**src/rtl/kgp_isa_pkg.sv**
```systemverilog
// KGPminiRISC ISA constants shared by the fetch/branch sequencer and its jump resolver.
package kgp_isa_pkg;

    localparam int OPC_MSB = 31;
    localparam int OPC_LSB = 26;
    localparam int OFF_W   = 26;

    localparam logic [5:0] OP_BLTZ = 6'b000111;
    localparam logic [5:0] OP_BZ   = 6'b001000;
    localparam logic [5:0] OP_BNZ  = 6'b001001;
    localparam logic [5:0] OP_BR   = 6'b001010;
    localparam logic [5:0] OP_BL   = 6'b001011;
    localparam logic [5:0] OP_BCY  = 6'b001101;
    localparam logic [5:0] OP_BNCY = 6'b001110;
    localparam logic [5:0] OP_HALT = 6'b111111;

    localparam logic [2:0] ST_IDLE_ENC    = 3'd0;
    localparam logic [2:0] ST_FETCH_ENC   = 3'd1;
    localparam logic [2:0] ST_ISSUE_ENC   = 3'd2;
    localparam logic [2:0] ST_EXEC_ENC    = 3'd3;
    localparam logic [2:0] ST_RESOLVE_ENC = 3'd4;
    localparam logic [2:0] ST_HALT_ENC    = 3'd5;

    typedef enum logic [2:0] {
        S_IDLE    = ST_IDLE_ENC,
        S_FETCH   = ST_FETCH_ENC,
        S_ISSUE   = ST_ISSUE_ENC,
        S_EXEC    = ST_EXEC_ENC,
        S_RESOLVE = ST_RESOLVE_ENC,
        S_HALT    = ST_HALT_ENC
    } state_t;

    function automatic logic is_branch(input logic [5:0] op);
        case (op)
            OP_BLTZ, OP_BZ, OP_BNZ, OP_BR, OP_BL, OP_BCY, OP_BNCY: is_branch = 1'b1;
            default:                                               is_branch = 1'b0;
        endcase
    endfunction

endpackage

```
**src/rtl/jump_control.sv**
```systemverilog
// Branch condition resolver: maps opcode plus registered flags to validJump.
// Purely combinational; no handshake.
module jump_control
    import kgp_isa_pkg::*;
(
    input  logic [5:0] opcode,
    input  logic       sign,
    input  logic       carry,
    input  logic       zero,
    output logic       validJump
);

    always_comb begin
        validJump = 1'b0;
        case (opcode)
            OP_BLTZ:      validJump = sign;
            OP_BZ:        validJump = zero;
            OP_BNZ:       validJump = ~zero;
            OP_BR, OP_BL: validJump = 1'b1;
            OP_BCY:       validJump = carry;
            OP_BNCY:      validJump = ~carry;
            default:      validJump = 1'b0;
        endcase
    end

endmodule

```
**src/rtl/pc_sequencer.sv**
```systemverilog
// Fetch/issue/execute/resolve controller owning the PC; >=4 cycles per instruction, stalls on imem_ack and ex_done.
// Define PC_SEQ_BRANCH_STATS_EN to add saturating branch_cnt/taken_cnt outputs.
module pc_sequencer
    import kgp_isa_pkg::*;
#(
    parameter int                    PC_WIDTH    = 32,
    parameter logic [PC_WIDTH-1:0]   RESET_PC    = '0,
    parameter logic [5:0]            HALT_OPCODE = OP_HALT
) (
    input  logic                clk,
    input  logic                rst,
    output logic                imem_req,
    output logic [PC_WIDTH-1:0] imem_addr,
    input  logic                imem_ack,
    input  logic [31:0]         imem_rdata,
    output logic [31:0]         instr,
    output logic                instr_valid,
    input  logic                ex_done,
    input  logic                flag_we,
    input  logic                alu_sign,
    input  logic                alu_carry,
    input  logic                alu_zero,
    output logic [PC_WIDTH-1:0] pc,
    output logic                link_we,
    output logic [PC_WIDTH-1:0] link_data,
`ifdef PC_SEQ_BRANCH_STATS_EN
    output logic [15:0]         taken_cnt,
    output logic [15:0]         branch_cnt,
`endif
    output logic                halted
);

    state_t              state_q, state_d;
    logic [PC_WIDTH-1:0] pc_q, pc_d;
    logic [31:0]         instr_q, instr_d;
    logic [2:0]          flags_q, flags_d;  // {sign, carry, zero}

    logic [5:0]          opcode;
    logic [PC_WIDTH-1:0] pc_inc;
    logic [PC_WIDTH-1:0] off_ext;
    logic                valid_jump;

    assign opcode  = instr_q[OPC_MSB:OPC_LSB];
    assign pc_inc  = pc_q + PC_WIDTH'(1);
    assign off_ext = {{(PC_WIDTH-OFF_W){instr_q[OFF_W-1]}}, instr_q[OFF_W-1:0]};

    jump_control u_jump_control (
        .opcode    (opcode),
        .sign      (flags_q[2]),
        .carry     (flags_q[1]),
        .zero      (flags_q[0]),
        .validJump (valid_jump)
    );

    always_ff @(posedge clk or posedge rst) begin
        if (rst) begin
            state_q <= S_IDLE;
            pc_q    <= RESET_PC;
            instr_q <= '0;
            flags_q <= '0;
        end else begin
            state_q <= state_d;
            pc_q    <= pc_d;
            instr_q <= instr_d;
            flags_q <= flags_d;
        end
    end

    always_comb begin
        state_d     = state_q;
        pc_d        = pc_q;
        instr_d     = instr_q;
        flags_d     = flags_q;
        imem_req    = 1'b0;
        instr_valid = 1'b0;
        link_we     = 1'b0;
        link_data   = '0;
        halted      = 1'b0;
        case (state_q)
            S_IDLE:  state_d = S_FETCH;
            S_FETCH: begin
                imem_req = 1'b1;
                if (imem_ack) begin
                    instr_d = imem_rdata;
                    state_d = S_ISSUE;
                end
            end
            S_ISSUE: begin
                instr_valid = 1'b1;
                state_d     = S_EXEC;
            end
            S_EXEC: begin
                if (ex_done) begin
                    if (flag_we) begin
                        flags_d = {alu_sign, alu_carry, alu_zero};
                    end
                    state_d = S_RESOLVE;
                end
            end
            S_RESOLVE: begin
                // Link is written even when HALT_OPCODE is remapped onto bl.
                if (opcode == OP_BL) begin
                    link_we   = 1'b1;
                    link_data = pc_inc;
                end
                if (opcode == HALT_OPCODE) begin
                    state_d = S_HALT;
                end else begin
                    pc_d    = valid_jump ? (pc_inc + off_ext) : pc_inc;
                    state_d = S_FETCH;
                end
            end
            S_HALT:  halted = 1'b1;
            default: state_d = S_IDLE;
        endcase
    end

    assign imem_addr = pc_q;
    assign pc        = pc_q;
    assign instr     = instr_q;

`ifdef PC_SEQ_BRANCH_STATS_EN
    logic [15:0] taken_q, branch_q;

    always_ff @(posedge clk or posedge rst) begin
        if (rst) begin
            taken_q  <= '0;
            branch_q <= '0;
        end else if (state_q == S_RESOLVE) begin
            if (is_branch(opcode) && (branch_q != 16'hFFFF)) begin
                branch_q <= branch_q + 16'd1;
            end
            if (valid_jump && (taken_q != 16'hFFFF)) begin
                taken_q <= taken_q + 16'd1;
            end
        end
    end

    assign taken_cnt  = taken_q;
    assign branch_cnt = branch_q;
`endif

endmodule

```
**config.mk**
```make
export PLATFORM = sky130hd
export DESIGN_NAME = pc_sequencer
export DESIGN_NICKNAME = d
export VERILOG_FILES = /design/src/rtl/kgp_isa_pkg.sv /design/src/rtl/jump_control.sv /design/src/rtl/pc_sequencer.sv
export SDC_FILE = /design/constraint.sdc
export NUM_CORES = 1
export LEC_CHECK = 0
export ABC_CLOCK_PERIOD_IN_PS = 3850
export BUFFER_PORTS_ARGS = -buffer_cell sky130_fd_sc_hd__buf_2
export CAP_MARGIN = 30
export CORE_MARGIN = 2
export CORE_UTILIZATION = 54
export CTS_CLUSTER_DIAMETER = 120
export DETAILED_ROUTE_END_ITERATION = 16
export GPL_ROUTABILITY_DRIVEN = 0
export HOLD_SLACK_MARGIN = 0.08
export MAX_ROUTING_LAYER = met4
export PLACE_DENSITY = 0.83
export RECOVER_POWER = 50
export SYNTH_ARGS = -nofsm -noshare
export SYNTH_HDL_FRONTEND = slang
export SYNTH_HIERARCHICAL = 1
export SYNTH_SLANG_ARGS = --single-unit
export TNS_END_PERCENT = 10
```
**constraint.sdc**
```tcl
create_clock -name clk -period 3.85 [get_ports clk]
set_input_delay 0.1925 -clock clk [delete_from_list [all_inputs] [get_ports clk]]
set_output_delay 0.1925 -clock clk [all_outputs]
set_load 0.005 [all_outputs]
```
==> metrics.md, run 1 <==
| Metric | Value |
|---|---|
| Status | `finished clean` |
| Count of final hold-check violations | `0` |
| FF+latch area | `0.00175 mm^2` |
| Synth Area per Inst | `between 8 and 9 um^2` |
| FFs w/ async S/R, synth | `100%` |
| Share of layout cells above drive strength 1 | `around 25%` |
| Post-route setup TNS | `0 ps` |
| Final Util | `68.9%` |
| Antenna-violating nets left | `0` |
| Max Root-Sink Buffers | `2` |
| Multi-input gate area | `a little under 0.004 mm^2` |
| Setup slack at placement | `roughly 20 ps` |
| Die ar. | `0.0119 mm^2` |
| Worst r2r src | `imem_addr[5]` |
| Slowest stage delay, CP | `approximately 440 ps` |
| First-pass GRT wire length | `28.8 mm` |
| Initial Util | `55.1%` |
| Area leader, netlist | `dfrtp_1` |
| Vias in the first global route | `5641` |
| Period minus WS final | `3690 ps` |
| # fillers | `890` |
| Period utilization | `95.8%` |
| Critical path launch point | `imem_addr[5]` |
| Crit-path slowest cell | `dfrtp_1` |
| VDD IR-drop max | `0.000151 V` |
| Maxcap violations | `0` |
| CP Max Fanout | `6` |
| R2R Setup Slk | `160 ps` |
| Leakage | `3.77 nW` |
| Routed WL | `roughly 18 mm` |
| Dpl cells | `994` |
| Hpwl dp | `13.4 mm` |
| Die width | `109 um` |
| Ys flop type | `dfrtp_1` |
| Core area | `0.0108 mm^2` |
| Design area | `0.00747 mm^2` |
| Routed vias/inst | `between 5 and 6` |
| Chip height | `109 um` |
| R2R depth | `14` |
| Fmax | `roughly 270 MHz` |
| PD cells | `192 mW/mm^2` |
| Row cnt | `38` |
| Clock Tree Root | `clkbuf_8` |
| Non-filler cells in the finished layout | `~1.0k` |
| Most common cell after layout, fill and taps aside | `buf_2` |
| Final setup vio count | `0` |
| Crit Path Class | `flip-flop to flip-flop` |
| Total global routing track utilization | `32.1%` |
| Main area contributors after synthesis | `dfrtp_1 (29%), ha_1 (8.2%), mux2_2 (7.2%)` |
| Power Total | `1.43 mW` |
| Min Hold Slack | `84.5 ps` |
| Syn nets | `approximately 800` |
| Initial DRC count | `728` |
| DRC Markers | `0` |
| Cell Chain, Critical Path | `and4_4 -> nand4_4 -> nor2_2 -> nand3_1 -> xnor2_2 -> ha_1 -> a21oi_1 -> o21ai_0 -> a311oi_1 -> o21ai_0 -> a21oi_1 -> o21bai_1 -> mux2i_1 -> a221o_1` |
| Slew HR | `a little over an eighth` |
| CTS tree | `built` |
| Total number of vias | `~6.2k` |
| Final worst setup slack | `163 ps` |
| Clock sink count | `70` |
| Synth Cell Area | `about 0.0060 mm^2` |
| FF+latch count, synth | `70` |
| Reg clk slew, reported paths | `100 ps` |
| Synth-to-Final Area Change | `24.9%` |
| Max-slew violations | `0` |
| Synth unique cells | `62` |
| Critical Path Source Type | `flip-flop` |
| Worst-Skew Late Latency | `370 ps` |
| Initial antenna violation count | `0` |
| Synthesis Warnings | `6` |
| CP Capture Type | `flip-flop` |
| Required @ worst endpoint | `around 4100 ps` |
| Crit path arrival time | `approximately 4000 ps` |
| Setup Skew | `16.0 ps` |
| H-tree depth | `3` |
| Post-synth EDFFs | `0` |
| Seq/Total Area, Yosys | `29.3%` |
| N_diodes | `0` |
| Remaining global-route overflow | `0` |
| DP Area | `0.00696 mm^2` |
| Mapped Cells | `705` |
| Initial DRT Pass Iterations | `5` |
| HP Class | `input port to flip-flop` |
| Slew @ Worst Pin | `1300 ps` |
| Worst Setup EP | `imem_addr[26]` |
| Pin count of the biggest net entering global routing | `just under 50` |
| Commonest non-fill, non-tap cells in the layout | `buf_2 (119), dfrtp_1 (68), nand2_1 (63), clkbuf_1 (61), o21ai_0 (54)` |
| NumNets Final | `981` |
| CTS Buf Count | `9` |
| Yosys top cell area share | `a little under 30%` |
| Worst r2r dst | `imem_addr[26]` |
| WL/cell | `17.6 um` |
| Port Buffers | `171` |
| I/O pins | `172` |
-- cell usage after synthesis, drive strengths merged (3+ instances only) --
master and n:
o21a 5, o21bai 4, nand2b 7, nand3 28, a221oi 3, nand2 64, a21o 10, nor3 15
o21ai 55, nor2 49, a22oi 5, ha 39, or3 4, mux2i 6, and2 26, xnor2 31
xor2 23, nand4 13, nor4 7, o211ai 3, a21oi 52, inv 20, buf 39, clkbuf 23
dfrtp 70, mux2 38, and4 7, and3 13, a31oi 6, nor2b 7
-- repair_timing --
action                                  in CTS  in global routing
gates resized for setup                      1                 12
hold buffers                                34                  1
endpoints found under the hold margin       68                  1
buffers inserted                             0                  1
endpoints found under the setup margin       1                  9
pin swaps                                    0                  0
-- layer usage --
| metal | global-route usage [%] | wire length [um] | vias to the layer above |
|---|---|---|---|
| met5 | - | 0 | - |
| met4 | 9.49 | 407 | 0 |
| met3 | 5.38 | 1690 | 37 |
| met2 | 47.7 | 8210 | 355 |
| li1 | - | - | 2886 |
| met1 | 45.1 | 8100 | 2906 |
-- final cells by class --
type                            instances  share of cell area, %
Clock inverter                          7                   1.04
Inverter                               20                   1.01
Clock buffer                            9                   1.66
Sequential cell                        70                   23.5
Multi-Input combinational cell        553                   51.6
Tap cell                              140                   2.35
Timing Repair Buffer                  247                   18.9
-- registers in the layout (all words and copies together) (netlist names) --
name,flops
instr,32
flags_q,3
state_q,3
imem_addr,32
-- cell families (layout without fill, tap and decap cells) --
group | count (synthesis) | count (layout) | synth area share (%)
AO/OA/AOI/OAI | 167 | 167 | 17.0
XOR/XNOR | 54 | 54 | 7.91
adder cells (fa/ha/maj) | 40 | 40 | 8.50
buffers and inverters | 82 | 283 | 7.39
flip-flops | 70 | 70 | 29.3
multiplexers | 44 | 44 | 8.17
AND/OR/NAND/NOR | 248 | 248 | 21.7
-- where the power goes --
part	leakage, nW	internal (mW)	switching (mW)	total (mW)
registers	0.965	0.734	0	0.734
clock network	0.101	0.307	0.328	0.636
logic	2.70	0.0382	0.0257	0.0639
-- critical path, delay by kind of cell, from the launching register on --
family,cells,cell delay [ps]
xor+xnor,1,310
fa+ha+maj,1,290
flops,1,440
compound gates,7,1390
mux,1,160
simple gates,4,950
-- how the worst min path moves through the flow --
stage,startpoint,end,slack [ps],cells after the start
after floorplan,alu_zero,flags_q[0],340,1
after global placement,rst,instr[9],360,2
after detailed placement,rst,instr[9],370,2
after CTS,imem_rdata[13],instr[13],80,2
after global routing,imem_rdata[13],instr[13],80,2
final,imem_rdata[13],instr[13],80,2
Note: power is estimated with default switching activity, not from simulation.
==> run 2: changes to the inputs <==
Settings changed: CELL_PAD_IN_SITES_DETAIL_PLACEMENT from default to 1, CELL_PAD_IN_SITES_GLOBAL_PLACEMENT from default to 2, CORE_UTILIZATION 54 to 31, PLACE_DENSITY 0.83 to default, PLACE_DENSITY_LB_ADDON from default to 0.1.
==> run 2 against run 1 <==
Effect of this change:
- the flow now finishes with violations (capacitance limit, slew limit)
- setup slack improved by 77 ps
- via count fell by 2.0%
- flip-flop and latch count did not move
- final area rose by 5.7%
- first-iteration DRC count fell by 63%
- die area rose by 71%
- sequential power barely moved
- global-route usage fell by 9.1 points
- count of clock-buffer cells in the layout rose by 2
- non-clock buffer count rose by 18
- wire length rose by 22%
- clock skew fell by 6.3 ps
- critical path type unchanged
==> metrics.md, run 2 (synthesis results as in run 1) <==
| Metric | Value |
|---|---|
| Period minus WS final | `3610 ps (was 3690 ps)` |
| I/O pins | `172 (unchanged)` |
| Initial DRC count | `267 (was 728)` |
| Core area | `0.0188 mm^2 (was 0.0108 mm^2)` |
| Total global routing track utilization | `23.0% (was 32.1%)` |
| Post-route setup TNS | `0 ps (unchanged)` |
| R2R depth | `15 (was 14)` |
| CP Capture Type | `flip-flop (unchanged)` |
| Routed WL | `22.4 mm (was 18.4 mm)` |
| Total number of vias | `6060 (was 6184)` |
| Worst Hold Path EP | `instr[19] (was instr[13])` |
| Flop pwr share | `45.9% (was 51.2%)` |
| Fmax | `277 MHz (was 271 MHz)` |
| R2R Setup Slk | `240 ps (was 160 ps)` |
| Reg clk slew, reported paths | `60 ps (was 100 ps)` |
| Chip height | `143 um (was 109 um)` |
| Dpl cells | `1138 (was 994)` |
| N_diodes | `0 (unchanged)` |
| Clk pwr share | `50.6% (was 44.3%)` |
| Worst Hold Depth | `2 (unchanged)` |
| HP Class | `input port to flip-flop (unchanged)` |
| Non-filler cells in the finished layout | `1184 (was 1046)` |
| Status | `complete, but fails checks (was finished clean)` |
| Die ar. | `0.0204 mm^2 (was 0.0119 mm^2)` |
| Design area | `0.00789 mm^2 (was 0.00747 mm^2)` |
| First-pass GRT wire length | `35.1 mm (was 28.8 mm)` |
| Commonest non-fill, non-tap cells in the layout | `buf_2 (140), dfrtp_1 (68), nand2_1 (63), buf_4 (61), o21ai_0 (53) (was buf_2 (119), dfrtp_1 (68), nand2_1 (63), clkbuf_1 (61), o21ai_0 (54))` |
| Max Root-Sink Buffers | `2 (unchanged)` |
| Slew @ Worst Pin | `1850 ps (was 1300 ps)` |
| Pin count of the biggest net entering global routing | `49 (unchanged)` |
| VDD IR-drop max | `0.000190 V (was 0.000151 V)` |
| Clock Tree Root | `clkbuf_16 (was clkbuf_8)` |
| Hpwl dp | `17.4 mm (was 13.4 mm)` |
| CTS tree | `built (unchanged)` |
| Vias in the first global route | `6267 (was 5641)` |
| Routed vias/inst | `5.12 (was 5.91)` |
| Crit path arrival time | `3880 ps (was 3930 ps)` |
| Unrepaired setup endpoints after global routing | `false` |
| Count of final hold-check violations | `0 (unchanged)` |
| DRC Markers | `0 (unchanged)` |
| Final setup vio count | `0 (unchanged)` |
| Initial antenna violation count | `0 (unchanged)` |
| Maxcap violations | `2 (was 0)` |
| WL/cell | `18.9 um (was 17.6 um)` |
| CP Max Fanout | `6 (unchanged)` |
| Crit Path Class | `flip-flop to flip-flop (unchanged)` |
| Switch share | `23.7% (was 24.7%)` |
| Worst r2r dst | `imem_addr[28] (was imem_addr[26])` |
| Port Buffers | `171 (unchanged)` |
| Remaining global-route overflow | `0 (unchanged)` |
| Setup Skew | `9.73 ps (was 16.0 ps)` |
| Antenna-violating nets left | `0 (unchanged)` |
| HP Start | `imem_rdata[19] (was imem_rdata[13])` |
| Combinational share of power | `3.5% (was 4.5%)` |
| Row cnt | `50 (was 38)` |
| Critical Path Source Type | `flip-flop (unchanged)` |
| Slew HR | `-23.1% (was 13.5%)` |
| H-tree depth | `3 (unchanged)` |
| Most common cell after layout, fill and taps aside | `buf_2 (unchanged)` |
| Initial DRT Pass Iterations | `5 (unchanged)` |
| DP Area | `0.00729 mm^2 (was 0.00696 mm^2)` |
| Synth-to-Final Area Change | `32.1% (was 24.9%)` |
| Required @ worst endpoint | `4120 ps (was 4100 ps)` |
| Share of layout cells above drive strength 1 | `31.3% (was 25.2%)` |
| Initial Util | `31.7% (was 55.1%)` |
| Sw power | `380 uW (was 354 uW)` |
| Clock sink count | `70 (unchanged)` |
| Failing checks | `capacitance limit, slew limit` |
| PD cells | `203 mW/mm^2 (was 192 mW/mm^2)` |
| Internal | `1.22 mW (was 1.08 mW)` |
| Period utilization | `93.8% (was 95.8%)` |
| Leakage | `4.01 nW (was 3.77 nW)` |
| Worst r2r src | `imem_addr[2] (was imem_addr[5])` |
| CTS Buf Count | `9 (unchanged)` |
| NumNets Final | `999 (was 981)` |
| Max-slew violations | `65 (was 0)` |
| Die width | `143 um (was 109 um)` |
| Worst-Skew Late Latency | `350 ps (was 370 ps)` |
run 2: cell count changes in the layout (fill, tap and decap cells not counted), moves of 3 or more:
cell / delta
inv_6: -4
buf_4: +31
and4_1: -3
clkbuf_8: -8
clkbuf_16: +9
clkbuf_1: -24
dlygate4sd3_1: -10
xor2_2: +3
buf_2: +21
xor2_1: -3
run 2: cell type report:
type	instances	area (um^2)
inverter	20	75.1
sequential	70	1750
tap	260	325
fill	2298	10900
clock inverter	5	35.0
multi-input combinational	553	3900
clock buffer	11	243
timing repair buffer	265	1560
run 2: power by group through the flow:
stage                     Combinational, mW  Clock [mW]  Sequential [mW]
after global placement               0.0371           0            0.749
after CTS                            0.0561       0.828            0.735
final                                0.0560       0.809            0.736
after floorplan                      0.0122           0            0.749
after global routing                 0.0631       0.858            0.735
after detailed placement             0.0384           0            0.749
run 2: timing repair:
action	in CTS	in global routing
hold buffers	23	2
endpoints found under the setup margin	4	6
endpoints found under the hold margin	23	10
pin swaps	0	3
resized for setup	5	21
buffers inserted	0	4
gates cloned	0	0
run 2: how the worst max path moves through the flow:
stage	startpoint	endpoint	slack [ps]	cells past startpoint
2_1_floorplan	imem_addr[0]	imem_addr[31]	460	15
3_3_place_gp	imem_addr[13]	imem_addr[31]	-50	14
3_5_place_dp	imem_addr[13]	imem_addr[31]	-120	14
4_1_cts	imem_addr[14]	imem_addr[26]	20	17
5_1_grt	imem_addr[4]	imem_addr[26]	0.3	15
6_report	imem_addr[2]	imem_addr[28]	240	15
run 2: per-stage QoR:
step                hold slack, ps  utilization, %  total power [mW]  setup slack [ps]
finish                        89.2            41.9              1.60               239
global route                  83.2            41.9              1.66             0.258
CTS                           80.1            41.5              1.62              18.2
detailed placement             427            38.7             0.788              -116
global placement               423            38.7             0.786             -45.7
floorplan                      343               -             0.761               458
run 2: layer usage:
| metal | track usage [%] | wire length [um] |
|---|---|---|
| met1 | 31.6 | 11100 |
| met2 | 35.6 | 10100 |
| met3 | 3.96 | 945 |
| met4 | 5.00 | 370 |
| met5 | - | 0 |
run 2: critical path, cell delays in order (launching register included):
cell and delay (ps):
dfrtp_1 350, and4_4 290, nand2_1 70, nor2_1 200
nand3_1 140, xor2_1 250, inv_1 90, ha_1 400
nand2_1 110, o21a_1 190, o31a_1 140, o41a_1 480
o21ai_1 280, nand2_1 180, mux2i_1 160, nor3_1 180
